==> config.mk <==
export PLATFORM = sky130hd
export DESIGN_NAME = bcd_counter_display
export DESIGN_NICKNAME = d
export VERILOG_FILES = /design/src/rtl/bcd_counter_display.sv
export SDC_FILE = /design/constraint.sdc
export NUM_CORES = 1
export LEC_CHECK = 0
export CAP_MARGIN = 20
export CORE_ASPECT_RATIO = 2
export CORE_UTILIZATION = 45
export DETAILED_ROUTE_END_ITERATION = 16
export PLACE_DENSITY = 0.67
export SLEW_MARGIN = 20
export SYNTH_ARGS = -nofsm -noshare
export SYNTH_HDL_FRONTEND = slang
export SYNTH_SLANG_ARGS = --single-unit
export TNS_END_PERCENT = 10
==> constraint.sdc <==
create_clock -name clk -period 5.65 [get_ports clk]
set_input_delay 0.565 -clock clk [delete_from_list [all_inputs] [get_ports clk]]
set_output_delay 0.565 -clock clk [all_outputs]
set_load 0.02 [all_outputs]
==> src/rtl/bcd_counter_display.sv <==
// Multi-digit BCD up/down counter with prescaled tick, parallel load, wrap
// pulse and a time-multiplexed seven-segment display driver.
module bcd_counter_display #(
    parameter int DIGITS     = 4,
    parameter int PRESCALE   = 50000000,
    parameter int REFRESH    = 50000,
    parameter int ACTIVE_LOW = 1
) (
    input  logic                clk,
    input  logic                reset,
    input  logic                en,
    input  logic                up,
    input  logic                load,
    input  logic [4*DIGITS-1:0] load_value,
    output logic [4*DIGITS-1:0] count_bcd,
    output logic                carry,
    output logic [6:0]          segments,
    output logic [DIGITS-1:0]   anodes
);

    localparam int PW = (PRESCALE > 1) ? $clog2(PRESCALE) : 1;
    localparam int RW = (REFRESH > 1) ? $clog2(REFRESH) : 1;
    localparam int SW = (DIGITS > 1) ? $clog2(DIGITS) : 1;

    localparam logic [PW-1:0] PRE_LAST  = PW'(PRESCALE - 1);
    localparam logic [RW-1:0] REF_LAST  = RW'(REFRESH - 1);
    localparam logic [SW-1:0] SCAN_LAST = SW'(DIGITS - 1);

    logic [PW-1:0]         r_prescale;
    logic [4*DIGITS-1:0]   r_count;
    logic                  r_carry;
    logic [RW-1:0]         r_refresh;
    logic [SW-1:0]         r_scan;

    logic                  w_tick;
    logic [4*DIGITS-1:0]   w_count_step;
    logic                  w_wrap;
    logic [4*DIGITS-1:0]   w_load_clean;
    logic [3:0]            w_digit_sel;
    logic [DIGITS-1:0]     w_anodes_hi;
    logic [6:0]            w_seg_hi;

    assign w_tick = en && (r_prescale == PRE_LAST);

    // Ripple the +1/-1 across digits; w_wrap stays set only while every
    // digit visited so far rolled over, so it ends as the whole-count wrap.
    always_comb begin
        // NOTE: every combinational output gets a default first so no path leaves it unassigned (which would infer a latch).
        w_count_step = r_count;
        w_wrap       = 1'b1;
        for (int i = 0; i < DIGITS; i++) begin
            if (w_wrap) begin
                if (up) begin
                    if (r_count[4*i +: 4] >= 4'd9) begin
                        w_count_step[4*i +: 4] = 4'd0;
                    end else begin
                        w_count_step[4*i +: 4] = r_count[4*i +: 4] + 4'd1;
                        w_wrap                 = 1'b0;
                    end
                end else begin
                    if (r_count[4*i +: 4] == 4'd0) begin
                        w_count_step[4*i +: 4] = 4'd9;
                    end else begin
                        w_count_step[4*i +: 4] = r_count[4*i +: 4] - 4'd1;
                        w_wrap                 = 1'b0;
                    end
                end
            end
        end
    end

    // Replace any non-decimal nibble of the load value with 0.
    always_comb begin
        w_load_clean = load_value;
        for (int i = 0; i < DIGITS; i++) begin
            if (load_value[4*i +: 4] > 4'd9) begin
                w_load_clean[4*i +: 4] = 4'd0;
            end
        end
    end

    // Prescaler: advances on enabled cycles, restarts on a tick or a load.
    always_ff @(posedge clk) begin
        // NOTE: state registers use non-blocking assignments so every flop samples pre-edge values.
        if (reset) begin
            r_prescale <= '0;
        end else if (load || w_tick) begin
            r_prescale <= '0;
        end else if (en) begin
            r_prescale <= r_prescale + PW'(1);
        end
    end

    // Count register and registered wrap pulse; load wins over a tick.
    always_ff @(posedge clk) begin
        if (reset) begin
            r_count <= '0;
            r_carry <= 1'b0;
        end else if (load) begin
            r_count <= w_load_clean;
            r_carry <= 1'b0;
        end else if (w_tick) begin
            r_count <= w_count_step;
            r_carry <= w_wrap;
        end else begin
            r_carry <= 1'b0;
        end
    end

    // Display scan: refresh counter free-runs and steps the digit index.
    always_ff @(posedge clk) begin
        if (reset) begin
            r_refresh <= '0;
            r_scan    <= '0;
        end else if (r_refresh == REF_LAST) begin
            r_refresh <= '0;
            r_scan    <= (r_scan == SCAN_LAST) ? '0 : r_scan + SW'(1);
        end else begin
            r_refresh <= r_refresh + RW'(1);
        end
    end

    // Select the scanned digit and its one-hot anode.
    always_comb begin
        w_digit_sel = 4'd0;
        w_anodes_hi = '0;
        for (int i = 0; i < DIGITS; i++) begin
            if (r_scan == SW'(i)) begin
                w_digit_sel    = r_count[4*i +: 4];
                w_anodes_hi[i] = 1'b1;
            end
        end
    end

    // Seven-segment decode, active-high gfedcba.
    always_comb begin
        case (w_digit_sel)
            4'd0:    w_seg_hi = 7'b0111111;
            4'd1:    w_seg_hi = 7'b0000110;
            4'd2:    w_seg_hi = 7'b1011011;
            4'd3:    w_seg_hi = 7'b1001111;
            4'd4:    w_seg_hi = 7'b1100110;
            4'd5:    w_seg_hi = 7'b1101101;
            4'd6:    w_seg_hi = 7'b1111101;
            4'd7:    w_seg_hi = 7'b0000111;
            4'd8:    w_seg_hi = 7'b1111111;
            4'd9:    w_seg_hi = 7'b1101111;
            default: w_seg_hi = 7'b0000000;
        endcase
    end

    assign count_bcd = r_count;
    assign carry     = r_carry;
    assign segments  = (ACTIVE_LOW != 0) ? ~w_seg_hi : w_seg_hi;
    assign anodes    = (ACTIVE_LOW != 0) ? ~w_anodes_hi : w_anodes_hi;

endmodule

# Word-level counts from Yosys, hierarchy flattened
# Memories as Yosys holds them, arrays and structs flattened.
# Cells that the tools add are included.
[classes]
order_cmp = 8
n_addsub = 11
reduce_logical = 17
bitwise_logic = 4
eq_ne = 5
n_mux = 44
[op_table]
columns = ["cell", "n"]
rows = [
  ["2-to-1 mux 4 bit", 23],
  ["2-to-1 mux 16 bit", 2],
  ["adder 26 x 1 -> 26 bit, second input constant", 1],
  ["== test 26 bit, second input constant", 1],
  ["2-to-1 mux 1 bit", 18],
  ["adder 16 x 1 -> 16 bit, second input constant", 1],
  ["adder 4 x 1 -> 4 bit, second input constant", 4],
  ["== test 16 bit, second input constant", 1],
  ["greater-or-equal comparator 4 bit, second input constant", 4],
  ["greater-than comparator 4 bit, second input constant", 4],
  ["zero test 4 bit", 4],
  ["subtractor 4 x 1 -> 4 bit, second input constant", 4],
  ["nonzero test 2 bit", 4],
  ["inverter 7 bit", 1],
  ["AND reduction 2 bit", 3],
  ["== test 2 bit, second input constant", 2],
  ["inverter 4 bit", 1],
  ["OR reduction 2 bit", 2],
  ["OR reduction 4 bit", 1],
  ["adder 2 x 1 -> 2 bit, second input constant", 1],
  ["== test 2 x 1 -> 1 bit, second input constant", 1],
  ["zero test 2 bit", 1],
  ["2-to-1 mux 2 bit", 1],
  ["inverter 1 bit", 2],
  ["other kinds (2)", 2],
]
[totals]
rom_bits = 112
out_inout_bits = 28
regBits = 61
memories = 1
word_cells = 98
in_bits = 21
[memory_table]
columns = ["memory", "words", "word_bits", "rd", "rd_clocked_by_memory_dff", "wr", "line_no", "text"]
rows = [
  ["(name not given)", 16, 7, 1, 0, 0, "137", "case (w_digit_sel)"],
]

# Depth between registers and ports, before layout
# Gate-level depths: netlist (run 1).
[logic_depth]
depth_word = 8
depth_mapped = 10
depth_no_buf = 9

# Least setup slack after synthesis (run 1)
# OpenSTA, ideal clock, no wires.
[synth_path]
path_kind = "register -> output"
startpoint = "reg r_scan[1]"
endpoint = "out segments[4]"
stages_incl_launch_ff = 9
arrival_ps = 2256
path_slack_ps = 2829
path_buffers = 1
t_required_ps = 5085
path_cell_list = "dfxtp_1 -> inv_1 -> ha_1 -> clkbuf_1 -> a21oi_1 -> o21ai_0 -> a22oi_1 -> mux2_2 -> a2bb2oi_1"
[synth_between]
elab_chain_cells = 7
word_cells_on_any_way = 10
cone_classes = "eq/ne (3); mux (4); bitwise (1); reduce/logical (1); memory (1)"
[synth_lines]
columns = ["item", "line_no", "text"]
rows = [
  ["start, declared", "33", "logic [SW-1:0] r_scan;"],
  ["start signal, assigned", "117", "r_scan <= (r_scan == SCAN_LAST) ? '0 : r_scan + SW'(1);"],
  ["zero test 2 bit", "128", "if (r_scan == SW'(i)) begin"],
  ["2-to-1 mux 4 bit (3 in a row)", "128", ""],
  ["2-to-1 mux 4 bit *", "128", ""],
  ["memory (16 x 7 bit) *", "n/a", ""],
  ["inverter 7 bit *", "154", "assign segments = (ACTIVE_LOW != 0) ? ~w_seg_hi : w_seg_hi;"],
  ["end, declared", "17", "output logic [6:0] segments,"],
]
# Mark *: on every way between the ends. The rest lies on a longest branch, timed or not.

# Final worst setup path (run 1)
[layout_path]
startpoint = "reg r_scan[0]"
endpoint = "out segments[4]"
# Same word-level chain as after synthesis.

==> results of run 1 <==
[placed cells by master, fill, tap and decap left out, types with 4 or more instances in the layout]
cell,netlist,routed
nand2b_1,6,6
mux2i_1,6,6
clkdlybuf4s50_1,0,48
xor2_1,21,21
o21ai_0,18,18
ha_1,24,24
o22ai_1,5,5
o21a_1,4,4
a2bb2oi_1,5,5
inv_1,30,30
a211oi_1,6,6
nand2_1,24,24
nand3_1,27,27
nand4_1,16,16
dfxtp_1,61,61
nand3b_1,4,4
buf_4,1,4
clkbuf_16,0,9
nor3_1,15,15
o31ai_1,5,5
and3_1,7,7
xnor2_1,20,20
a31oi_1,8,8
a21oi_1,25,25
nor2_1,74,74
[logic make-up (layout without fill, tap and decap cells)]
logic type	after synthesis	count (layout)
and+or+nand+nor	201	201
DFF	61	61
AOI/OAI and AO/OA	110	110
adders and majority gates	24	24
xor gates and xnor gates	41	41
buffers and inverters	57	96
muxes	11	11
[layout make-up]
cell class,count,area [um^2]
clock inverters,1,30.0
flip-flops and latches,61,1220
multi-input cells,387,2610
repair buffers,52,510
fillers,800,3830
inverters,30,113
well taps,100,125
clock buffers,13,270
[worst min-delay path by stage]
stage	end	slack, ns	cells after the start
after floorplan	r_refresh[0]	0.43	1
after CTS	r_refresh[0]	0.48	1
after global routing	r_refresh[0]	0.50	1
after detailed placement	r_refresh[0]	0.47	1
after global placement	r_refresh[0]	0.44	1
final	r_refresh[0]	0.47	1
[per-stage QoR]
| step | std cells | cell area, um^2 | utilization, % | hold WS, ns | setup slack [ns] |
|---|---|---|---|---|---|
| finish | 644 | 4880 | 56.0 | 0.473 | 1.89 |
| global route | 644 | 4880 | 56.0 | 0.497 | 1.67 |
| CTS | 644 | 4880 | 56.0 | 0.477 | 1.92 |
| detailed placement | 630 | 4580 | 52.6 | 0.465 | 2.26 |
| global placement | 630 | 4580 | 52.6 | 0.440 | 2.39 |
| floorplan | 505 | 4050 | - | 0.430 | 2.83 |
[flip-flops by register name, summed over array words and instances (netlist names)]
name	count
carry	1
r_scan	2
r_prescale	26
r_refresh	16
count_bcd	16
[power by group through the flow]
stage | combinational [W] | clock, W | sequential [W]
2_1_floorplan | 0.0000923 | 0 | 0.000463
3_3_place_gp | 0.000151 | 0 | 0.000464
3_5_place_dp | 0.000153 | 0 | 0.000464
4_1_cts | 0.000154 | 0.000561 | 0.000455
5_1_grt | 0.000167 | 0.000581 | 0.000457
6_report | 0.000154 | 0.000554 | 0.000456
[routing by layer]
layer / GRT usage [%] / vias to the layer above / wire, um
li1: - / 1883 / -
met1: 21.7 / 1826 / 3810
met2: 44.0 / 117 / 5750
met3: 2.89 / 38 / 326
met4: 17.7 / 0 / 642
met5: 0 / - / 0
[cell usage after synthesis (all sizes together) (3+ instances only)]
cell     number
nor4          4
and3          8
or2           3
o21ai        18
a2bb2oi       5
nor3         15
buf           5
o311ai        6
mux2          5
nor2         74
inv          30
a31oi         9
o21a          4
ha           24
and4          3
o22ai         5
mux2i         6
dfxtp        61
nand2        24
nand4        18
a311oi        3
nor2b         3
a211oi        6
nand3b        4
nand2b        6
clkbuf       22
or3b          3
xnor2        20
nand3        27
xor2         21
a21oi        25
o31ai         6
or4           3
[worst register-to-register path: stages (launching register included)]
cell	delay, ns
dfxtp_1	0.45
inv_1	0.13
ha_1	0.31
or3b_1	0.28
a31oi_2	0.17
or4_1	0.75
o311ai_1	0.35
a31oi_1	0.12
==> out/qor.yml, run 1 <==
wl_per_cell_um: 16.3
synth_top_family_by_area: "simple AND/OR/NAND/NOR gates"
drive_gt1_share_pct: 6.25
r2r.worst_path.cells: 7
outcome: "complete, no violations"
synth_simple_gate_area_share_pct: 26.6
grt_pass1_vias: 3797
synth_fa_ha_area_share_pct: 7.41
critPathCaptureType: "output pin"
fp.dieH_um: 136
port_buffers: 48
synth_edf_count: 0
area_growth_pct: 20.4
cts.sinks: 61
finClkSkew_ns: 0.00483
crit_required_ns: 5.09
cts_tree: "built"
antenna_found_initial: 0
p_int_w: 0.000880
cp_max_fo: 9
synthDistinctLibCells: 70
yosysTopAreaCellShare_pct: 30.1
maxSlewHeadroom_pct: 43.2
reg2reg_slack_ns: 2.97
ant_nets: 0
synth_seq_cells: 61
setup_viol: 0
dp_hpwl_um: 8000
firstDrtPassIters: 5
synth_compound_area_share_pct: 18.7
power_frac_seq_pct: 39.2
fin_nets: 586
cts_resized: 0
fin_setup_tns_ns: 0
drc: 0
hold_start: "r_refresh[0]"
syn_area_mm2: 0.00405
clockBufferDepth: 2
yosysTopAreaCell: "dfxtp_1"
start_util_pct: 46.5
die_w_um: 69.1
start_kind: "flip-flop"
syn_avg_cell_area_um2: 8.02
num_vias: 3864
synth_nets: 550
pwr-share-clk_pct: 47.6
drv_slew: 0
slowest_delay_ns: 0.63
p_sw_share_pct: 24.3
grt_overflow: 0
path_cells: "inv_1, ha_1, a21oi_1, o21ai_0, a22oi_1, mux2_2, a2bb2oi_1, clkdlybuf4s50_1"
cp.buffers_inverters: 2
gp_congestion: 0.925
worstSetupPathType: "flip-flop to output pin"
p_leak_nw: 1.72
vias_per_cell: 6.00
die_area_mm2: 0.00941
reg2reg_from: "count_bcd[0]"
r2r_end: "count_bcd[10]"
grtUsageTotal_pct: 23.0
path_clk_slew_ns: 0.05
post-route-period-util_pct: 66.5
synthTopCellsByArea: "dfxtp_1 30%, ha_1 7.4%, nor2_1 6.9%"
cts_htree_levels: 3
ys_seq_area_share_pct: 30.1
finalPower_w: 0.00116
grt_max_degree: 33
ys_async_sr_fraction_pct: 0
root_buffer: "clkbuf_16"
wl_um: 10500
grt_pass1_wl_um: 17300
synthXorXnorAreaFrac_pct: 8.86
drv_cap: 0
worstPathArrival_ns: 3.19
power_switching_w: 0.000283
tightest_slew_ns: 0.849
post_cts_buffers: 0
initialDrtViolationCount: 169
synthFlopType: "dfxtp_1"
critPathSlowestCell: "a22oi_1"
irDropWorstVdd_mv: 0.164
endpoint: "segments[4]"
postCtsHoldBufs: 0
io_pins: 49
clk_latency_ns: 0.32
final-hold-violation-count: 0
rsz0062_at_grt: "false"
powerDensity_mw_per_mm2: 238
antenna_cells: 0
worst_path_dominant_cell_family: "compound AO/OA/AOI/OAI gates"
power_frac_comb_pct: 13.2
min_path_type: "flip-flop to flip-flop"
worstSetupPathDepth: 8
maxClockFrequency_ghz: 0.266
startpoint: "r_scan[0]"
synthMuxAreaShare_pct: 2.87
synth_cells: 505
min_period_ns: 3.76
yosys_warnings: 0
fp-row-count: 48
coreArea_mm2: 0.00871
cts-buffers-inserted: 9
(Power assumes the default switching activity.)
==> run 2: changes to the inputs <==
- clock period: 5.65 -> 3.55 ns (I/O delays scaled with it)
==> out/qor.yml, run 2 (same netlist as run 1, synthesis figures left out) <==
outcome: "complete, no violations"
finClkSkew_ns: 0.0121
drv_slew: 0
cts_resized: 0
antenna_found_initial: 0
setup_viol: 0
setup_ws_ns: 0.204
cp_max_fo: 9
drive_gt1_share_pct: 7.09
root_buffer: "clkbuf_16"
start_util_pct: 46.5
firstDrtPassIters: 5
reg2reg_from: "count_bcd[0]"
hold_end: "r_refresh[0]"
crit_required_ns: 3.19
reg2reg_slack_ns: 0.87
tightest_slew_ns: 0.662
ant_nets: 0
dp_hpwl_um: 8110
io_pins: 49
die_area_mm2: 0.00941
drc: 0
finish.utilization_pct: 56.2
fp-row-count: 48
p_leak_nw: 1.74
rsz0062_at_grt: "false"
area_growth_pct: 20.8
worstSetupPathType: "flip-flop to output pin"
fp.dieH_um: 136
grt_overflow: 0
fin_nets: 591
grt_pass1_wl_um: 17600
top_register: "r_prescale"
layout_common_cells: "74 x nor2_1, 61 x dfxtp_1, 48 x clkdlybuf4s50_1, 30 x inv_1, 27 x nand3_1"
instances_no_fill: 650
cts_tree: "built"
powerDensity_mw_per_mm2: 367
grt_max_degree: 27
final-hold-violation-count: 0
maxSlewHeadroom_pct: 55.5
preCtsSetupSlack_ns: 0.567
clockBufferDepth: 2
vias_per_cell: 5.98
irDropWorstVdd_mv: 0.318
initialDrtViolationCount: 237
layout_commonest_cell: "nor2_1"
r2r_end: "count_bcd[10]"
start_kind: "flip-flop"
largest_reg_flops: 26
min_path_type: "flip-flop to flip-flop"
fillers: 832
fin_setup_tns_ns: 0
path_clk_slew_ns: 0.05
wl_um: 10800
postCtsHoldBufs: 0
drv_cap: 0
antenna_cells: 0
port_buffers: 48
post_cts_buffers: 0
worstPathArrival_ns: 2.99
num_vias: 3890
cts.sinks: 61
dp_cells: 635
die_w_um: 69.1
cts_htree_levels: 3
r2r.worst_path.cells: 7
hold_start: "r_refresh[0]"
maxClockFrequency_ghz: 0.299
wl_per_cell_um: 16.6
post-route-period-util_pct: 94.3
holdPathStages: 1
grtUsageTotal_pct: 23.7
coreArea_mm2: 0.00871
critPathCaptureType: "output pin"
cts-buffers-inserted: 9
grt_pass1_vias: 3796
min_period_ns: 3.35
whs_ns: 0.468
clk_latency_ns: 0.33
gp_congestion: 0.928
[run 2: changes by cell type in the layout (fill, tap and decap cells not counted), sizes merged]
cell,change
clkbuf,+1
buf,+5
bufinv,-1
clkinv,+1
[run 2: layout make-up]
type	instances	area (um^2)	area share (%)
clock inverter	1	5.00	0.102
tap	100	125	2.56
timing repair buffer	57	548	11.2
multi-input combinational	387	2610	53.3
clock buffer	14	274	5.60
inverter	30	113	2.30
sequential	61	1220	24.9
[run 2: how the worst max path moves through the flow]
stage                     depth (start not counted)  startpoint  slack (ns)          end
after floorplan                                   8   r_scan[1]        0.94  segments[4]
after CTS                                         9   r_scan[1]        0.22  segments[5]
after detailed placement                          9   r_scan[1]        0.57  segments[4]
after global routing                             10   r_scan[0]     0.00005  segments[3]
after global placement                            9   r_scan[1]        0.66  segments[4]
final                                             9   r_scan[1]        0.20  segments[4]
[run 2: per-stage QoR]
stage	total power (W)	cell area, um^2
CTS	0.00181	4900
floorplan	0.000884	4050
detailed placement	0.000988	4620
global route	0.00187	4900
finish	0.00180	4900
global placement	0.000985	4620
[run 2: worst max-delay path: stages, from the launching register on]
cell and delay, ns:
dfxtp_1 0.38, inv_1 0.08, ha_1 0.28, o31ai_1 0.27
a22o_1 0.27, inv_1 0.15, ha_1 0.22, mux2_2 0.25
a2bb2oi_1 0.15, clkdlybuf4s50_1 0.62
[run 2: routing by layer]
metal	vias to the layer above	track usage, %	routed length [um]
li1	1902	-	-
met1	1839	23.0	4010
met2	113	44.6	5840
met3	36	3.78	364
met4	0	16.6	566
met5	-	0	0
[run 2: power by group]
part | switching, W | internal (W)
clock | 0.000295 | 0.000524
combinational | 0.000139 | 0.000115
sequential | 0.0000256 | 0.000698
total | 0.000459 | 0.00134
